File: src/rtl/multimode_shift_register.sv
// Multimode shift register: immediate shift/rotate/load operations plus a
// one-bit-per-cycle burst mode driven by a small IDLE/RUN controller.
module multimode_shift_register #(
  parameter int N  = 8,
  parameter int AW = $clog2(N)
) (
  input  logic          clk,
  input  logic          reset,
  input  logic          en,
  input  logic [2:0]    op,
  input  logic [AW-1:0] amt,
  input  logic [N-1:0]  I,
  input  logic          MSB_in,
  input  logic          LSB_in,
  input  logic          start,
  output logic [N-1:0]  O,
  output logic          MSB_out,
  output logic          LSB_out,
  output logic          busy,
  output logic          done
);

  typedef enum logic {IDLE, RUN} state_t;

  localparam logic [2:0]    OP_HOLD = 3'b000;
  localparam logic [2:0]    OP_SHR  = 3'b001;
  localparam logic [2:0]    OP_SHL  = 3'b010;
  localparam logic [2:0]    OP_LOAD = 3'b011;
  localparam logic [2:0]    OP_ROR  = 3'b100;
  localparam logic [2:0]    OP_ROL  = 3'b101;
  localparam logic [2:0]    OP_ASR  = 3'b110;
  localparam logic [AW-1:0] AMT_ONE = AW'(1);

  state_t        state;
  logic [2:0]    op_q;
  logic [AW-1:0] cnt;
  logic [N-1:0]  o_q;
  logic          done_q;

  // Ops that move bits and can therefore be run as a burst.
  function automatic logic is_shift_op(input logic [2:0] code);
    logic r;
    case (code)
      OP_SHR, OP_SHL, OP_ROR, OP_ROL, OP_ASR: r = 1'b1;
      default:                                r = 1'b0;
    endcase
    return r;
  endfunction

  // Next register value for one operation; amt never exceeds N-1 by width.
  function automatic logic [N-1:0] apply_op(
    input logic [2:0]    code,
    input logic [N-1:0]  d,
    input logic [AW-1:0] sh,
    input logic          msb_fill,
    input logic          lsb_fill,
    input logic [N-1:0]  load
  );
    logic [N-1:0]   r;
    logic [N-1:0]   ones;
    logic [2*N-1:0] dbl;
    logic [2*N-1:0] tmp;
    logic signed [N-1:0] sd;
    ones = '1;
    dbl  = {d, d};
    tmp  = '0;
    sd   = $signed(d);
    r    = d;
    case (code)
      OP_SHR:  r = (d >> sh) | (msb_fill ? ~(ones >> sh) : '0);
      OP_SHL:  r = (d << sh) | (lsb_fill ? ~(ones << sh) : '0);
      OP_LOAD: r = load;
      OP_ROR: begin
        tmp = dbl >> sh;
        r   = tmp[N-1:0];
      end
      OP_ROL: begin
        tmp = dbl << sh;
        r   = tmp[2*N-1:N];
      end
      OP_ASR:  r = sd >>> sh;
      default: r = d;
    endcase
    return r;
  endfunction

  // Controller and data register: immediate ops in IDLE, single-bit steps in RUN.
  always_ff @(posedge clk) begin
    if (reset) begin
      state  <= IDLE;
      op_q   <= OP_HOLD;
      cnt    <= '0;
      o_q    <= '0;
      done_q <= 1'b0;
    end else if (en) begin
      done_q <= 1'b0;
      case (state)
        IDLE: begin
          if (start && is_shift_op(op)) begin
            // Burst request: the start edge itself only arms the counter.
            if (amt != '0) begin
              op_q  <= op;
              cnt   <= amt;
              state <= RUN;
            end else begin
              done_q <= 1'b1;
            end
          end else begin
            o_q <= apply_op(op, o_q, amt, MSB_in, LSB_in, I);
          end
        end
        RUN: begin
          o_q <= apply_op(op_q, o_q, AMT_ONE, MSB_in, LSB_in, I);
          cnt <= cnt - AMT_ONE;
          if (cnt == AMT_ONE) begin
            state  <= IDLE;
            done_q <= 1'b1;
          end
        end
        default: state <= IDLE;
      endcase
    end
  end

  assign O       = o_q;
  assign MSB_out = o_q[N-1];
  assign LSB_out = o_q[0];
  assign busy    = (state == RUN);
  assign done    = done_q;

endmodule

File: config.mk
export PLATFORM = sky130hd
export DESIGN_NAME = multimode_shift_register
export DESIGN_NICKNAME = d
export VERILOG_FILES = /design/src/rtl/multimode_shift_register.sv
export SDC_FILE = /design/constraint.sdc
export NUM_CORES = 1
export LEC_CHECK = 0
export CAP_MARGIN = 5
export CORE_MARGIN = 8
export CORE_UTILIZATION = 29
export DETAILED_ROUTE_END_ITERATION = 6
export MAX_ROUTING_LAYER = met4
export PLACE_DENSITY = 0.48
export SLEW_MARGIN = 20
export SYNTH_ARGS = -nofsm -noshare
export SYNTH_HDL_FRONTEND = slang
export SYNTH_SLANG_ARGS = --single-unit
File: constraint.sdc
create_clock -name clk -period 3.1 [get_ports clk]
set_clock_uncertainty 0.1 [all_clocks]
set_input_delay 0.775 -clock clk [delete_from_list [all_inputs] [get_ports clk]]
set_output_delay 0.775 -clock clk [all_outputs]
set_load 0.01 [all_outputs]
; After elaboration in Yosys (flattened, before gate mapping)
; Cells that the tools add are included.
[totals]
register_bits = 16
[classes]
reduce_logical = 7
n_shift = 7
add_sub_neg = 1
eq_ne = 20
muxes = 23
n_bitwise = 7
[ops]
columns = op, count
row1 = case mux 8 bit (6 select lines), 2
row2 = 2-to-1 mux 8 bit, 4
row3 = "== test 3 bit, second input constant", 6
row4 = NOT 8 bit, 2
row5 = OR 8 bit, 2
row6 = case mux 8 bit (2 select lines), 1
row7 = left shift 16 x 3 -> 16 bit, 1
row8 = right shift 16 x 3 -> 8 bit, 1
row9 = "inequality test 7 x 1 -> 1 bit, second input constant", 2
row10 = "== test 3 x 2 -> 1 bit, second input constant", 4
row11 = 2-to-1 mux 1 bit, 11
row12 = "== test 3 x 1 -> 1 bit, second input constant", 3
row13 = "inequality test 2 bit, second input constant", 4
row14 = OR 7 x 8 -> 8 bit, 1
row15 = OR 8 x 1 -> 8 bit, 1
row16 = AND reduction 4 bit, 2
row17 = left shift 8 x 3 -> 8 bit, 1
row18 = "left shift 8 x 3 -> 8 bit, first input constant", 1
row19 = right shift 8 x 3 -> 8 bit, 1
row20 = "right shift 8 x 3 -> 8 bit, first input constant", 1
row21 = >>> shifter 8 x 3 -> 8 bit, 1
row22 = 2-to-1 mux 3 bit, 2
row23 = "inequality test 6 x 1 -> 1 bit, second input constant", 1
row24 = case mux 3 bit (2 select lines), 1
row25 = other kinds (8), 9

; Logic depth before layout (Yosys ltp)
[logic_depth]
word_depth = 9
mapped_depth = 9
ltp_nobuf = 6

; Least setup slack after synthesis
; Ideal clock, no wire load.
[synth_path]
path_kind = in2reg
startpoint = input port amt[1]
endpoint = register o_q[2], in the netlist O[2]
t_arrival_ns = 2.284
path_slack_ns = 0.598
setup_ns = 0.117
cell_stages = 6
t_required_ns = 2.883
cell_sequence = buf_2 > mux4_2 > a22o_1 > a2111oi_4 > o221ai_2 > a32o_1
[synth_via]
elab_chain_len = 7
word_cells_on_any_way = 16
[synth_rtl]
columns = item, line_no
row1 = from (decl), 11  ; input logic [AW-1:0] amt,
row2 = left shift 8 x 3 -> 8 bit / right shift 8 x 3 -> 8 bit (equally long branches), "71, 70"
row3 = "NOT 8 bit, on equally long branches", "71, 70"
row4 = "2-to-1 mux 8 bit, on equally long branches", "71, 70"
row5 = "OR 8 bit, on equally long branches", "71, 70"
row6 = case mux 8 bit (6 select lines) *, 69  ; case (code)
row7 = 2-to-1 mux 8 bit *, 99  ; if (start && is_shift_op(op)) begin
row8 = case mux 8 bit (2 select lines) *, 97  ; case (state)
row9 = to (signal assigned), 109  ; o_q <= apply_op(op, o_q, amt, MSB_in, LSB_in, I);
row10 = to (signal assigned), 113  ; o_q <= apply_op(op_q, o_q, AMT_ONE, MSB_in, LSB_in, I);
row11 = to (decl), 37  ; logic [N-1:0] o_q;
; Every way passes the cells marked *; elsewhere a longest branch is shown, timed or not. The select of a mux whose other input is x is not followed.
; A chain may end at the register's enable or synchronous reset.

; Final worst setup path
[layout_path]
startpoint = input port amt[2]
endpoint = register o_q[2], in the netlist O[2]
; The elaborated chain is that of the path after synthesis.

==> key figures <==
Outcome
  – Outcome: complete, no violations

Place
  – Detailed placement HPWL: 7.12 mm
  – Port Buffers: 31
  – Global placement routability congestion: 0.924
  – Worst setup slack before clock tree synthesis: 47.2 ps

Global route
  – Global-route wire length before repair: 15.9 mm
  – Total global-route track usage: 15.7%
  – Antenna violations before repair: 0
  – Via count of the first global-routing pass: 2853
  – Largest net degree at the start of global routing: 43
  – Congestion Overflow GR: 0

Die
  – Horizontal die dimension: 113 um
  – Number of core rows: 35
  – Overall die area: 12700 um2
  – Floorplan die height: 113 um
  – Top-level port count: 32
  – Initial Util: 29.7%
  – Core region area: 9150 um2

Route
  – Vias: 2897
  – Number of nets still failing antenna checks after routing: 0
  – Number of design rule violations left after detail routing: 0
  – Average vias per placed instance: 6.16
  – WL final: 9.77 mm
  – First-pass iteration count of the detailed router: 5
  – Violation count after the first detailed-routing iteration: 375
  – WL per Instance: 20.8 um

Power
  – Power Dens Cells: 273 nW/um2
  – Max rail drop VDD: 0.000109 V
  – Leakage power of the design: 0.00114 uW
  – Share of power burned in registers: 30.3%
  – Combinational group share of total power: 47.1%
  – Part of the total power dissipated in the clock network: 22.6%
  – Switching fraction of total power: 39.1%
  – NetSw: 350 uW
  – Internal power: 546 uW

Worst setup path
  – Type of element launching the critical path: input port
  – Arrival time worst endpoint: 2820 ps
  – Data required, critical path: 3160 ps
  – Category of the critical setup timing path: in -> reg
  – Reg2Reg Depth: 6
  – Worst r2r src: O[7]$_SDFFE_PP0P_
  – Worst Path Max Fanout: 2
  – Category of the worst setup path capture point: flop
  – Worst setup endpoint: O[2]$_SDFFE_PP0P_
  – Register-to-register setup slack: 690 ps
  – Endpoint of the worst-slack reg-to-reg timing path: O[2]$_SDFFE_PP0P_
  – Critical path startpoint: amt[2]

Logic synthesis
  – Synthesis warning total: 0
  – Synth cell types: 71
  – Synth top area cells: mux4_2 (17%), dfxtp_1 (12%), mux2i_1 (5.5%)
  – Share of the synthesized area in the top cell type: 16.6%
  – Synthesized cell area: 2720 um2
  – Mean area per synthesized cell: 8.12 um2
  – Fraction of registers with async set/reset: 0%
  – Yosys reg bits: 16
  – Number of enable flip-flop cells after synthesis: 0
  – Part of the Yosys area used for sequential elements: 11.8%
  – Instance count of the mapped netlist: 335
  – Leading register cell type out of synthesis: dfxtp_1
  – Cell taking the most area after synthesis: mux4_2
  – Net count after synthesis: 357

Timing
  – Period minus WS final: 2770 ps
  – RSZ-0062 raised after global routing: no
  – Final slew viol count: 0
  – Slew at the pin closest to its max-slew limit: 829 ps
  – Final worst-path cycle share: 89.2%
  – Number of failing hold endpoints at the final stage: 0
  – Normalized max-slew margin: 44.7%
  – Final setup violation count: 0
  – Worst-case setup margin in the final layout: 334 ps
  – Setup TNS Final: 0 ps
  – Peak clock frequency supported by timing: 362 MHz

Final layout
  – Area growth from synthesis to layout: 20.8%
  – Area of combinational cells with multiple inputs: 2120 um2
  – Storage element area: 320 um2
  – Total Nets Final: 382
  – Fraction of layout cells with a size suffix above 1: 22.0%
  – Number of inserted filler cells in the final layout: 939
  – Inserted Diodes: 0

Clock tree
  – Clock tree from TritonCTS: built
  – Number of H-tree branching levels: 1
  – Post-CTS Setup Bufs: 0
  – Resize count post-CTS: 0
  – CTS Root Cell: clkbuf_8
  – Hold buffer count at cts: 0
  – Clock transition time at the flip-flop clock pins of the worst setup and hold paths: 80 ps
  – Clock net sink count: 16
  – Clock insertion delay at the later pin of the skew report: 260 ps
  – TritonCTS Buffers: 3
  – Worst-case clock buffer depth: 2

Worst hold path
  – Class of the tightest hold or removal check: reg -> reg

Flow run
  – Total of max-cap violations: 0
-- worst min path at each step --
| stage | endpoint | startpoint | slack, ps | cells after the start |
|---|---|---|---|---|
| after global placement | done$_SDFFE_PP0P_ | done$_SDFFE_PP0P_ | 380 | 2 |
| after global routing | done$_SDFFE_PP0P_ | done$_SDFFE_PP0P_ | 420 | 2 |
| final | done$_SDFFE_PP0P_ | done$_SDFFE_PP0P_ | 390 | 2 |
| after floorplan | cnt[2]$_SDFFE_PP0P_ | cnt[2]$_SDFFE_PP0P_ | 390 | 2 |
| after CTS | done$_SDFFE_PP0P_ | done$_SDFFE_PP0P_ | 400 | 2 |
| after detailed placement | done$_SDFFE_PP0P_ | done$_SDFFE_PP0P_ | 390 | 2 |
-- cell families (layout without fill, tap and decap cells) --
logic type,count (synthesis),count (layout),share of synthesized area [%]
flip-flops,16,16,11.8
AO/OA/AOI/OAI,119,119,32.4
AND/OR/NAND/NOR,97,97,19.3
multiplexers,43,43,25.4
buffers and inverters,58,82,10.2
adder cells (fa/ha/maj),2,2,0.920
-- power groups by stage --
stage | Sequential (uW) | Combinational (uW) | Clock (uW)
2_1_floorplan | 246 | 288 | 0
3_3_place_gp | 276 | 421 | 0
3_5_place_dp | 275 | 416 | 0
4_1_cts | 270 | 419 | 205
5_1_grt | 275 | 459 | 215
6_report | 272 | 422 | 202
-- Yosys cell counts, drive strengths merged (6+ instances only) --
library cell,instances
a21oi,29
a31oi,6
buf,23
clkbuf,21
dfxtp,16
inv,14
mux2,8
mux2i,15
mux4,20
nand2,32
nand2b,6
nand3,13
nor2,11
nor2b,10
o21ai,14
o221ai,6
-- layout make-up --
cell class	instances	share of cell area, %
Timing Repair Buffer	64	18.2
Sequential cell	16	9.74
Inverter	14	1.60
Multi-Input combinational cell	261	64.6
Tap cell	111	4.23
Clock buffer	4	1.67
-- per-layer routing --
metal	vias up	share of wire (%)	GRT usage (%)	wire length, um
met4	0	1.7	3.55	163
li1	1350	-	-	-
met2	127	45	23.5	4370
met1	1408	47	21.9	4610
met3	12	6.5	2.08	632
met5	-	0	-	0
-- layout by cell type (no fill, tap or decap), types with 4 or more instances in the layout --
cell type / n
a211oi_1: 4
inv_1: 14
nand3_1: 13
clkbuf_8: 4
buf_12: 4
a221oi_1: 4
o211ai_1: 5
a32o_1: 4
dfxtp_1: 16
mux2_2: 7
nand2_1: 32
o221ai_1: 5
a31oi_1: 6
a32oi_1: 4
a22oi_1: 4
buf_4: 29
clkdlybuf4s50_1: 29
nor2_1: 11
a21boi_0: 4
a21oi_1: 29
mux4_2: 20
nand2b_1: 6
o21ai_0: 11
nor2b_1: 10
mux2i_1: 15
-- metrics by stage --
step | instances | hold slack (ps) | utilization, % | power, uW | area [um2]
floorplan | 335 | 393 | - | 534 | 2720
global placement | 466 | 380 | 35.3 | 697 | 3230
detailed placement | 466 | 388 | 35.3 | 691 | 3230
CTS | 470 | 398 | 35.9 | 894 | 3290
global route | 470 | 424 | 35.9 | 949 | 3290
finish | 470 | 393 | 35.9 | 896 | 3290
-- registers in the layout (all words and copies together) (netlist names) --
name / cells
O: 8
cnt: 3
op_q: 3
busy: 1
done: 1
-- critical path, stage by stage --
cell and delay, ps:
clkdlybuf4s50_1 560, mux4_2 520, a22o_1 270, a2111oi_4 290, o221ai_2 130, a32o_1 260
(Power assumes the default switching activity.)
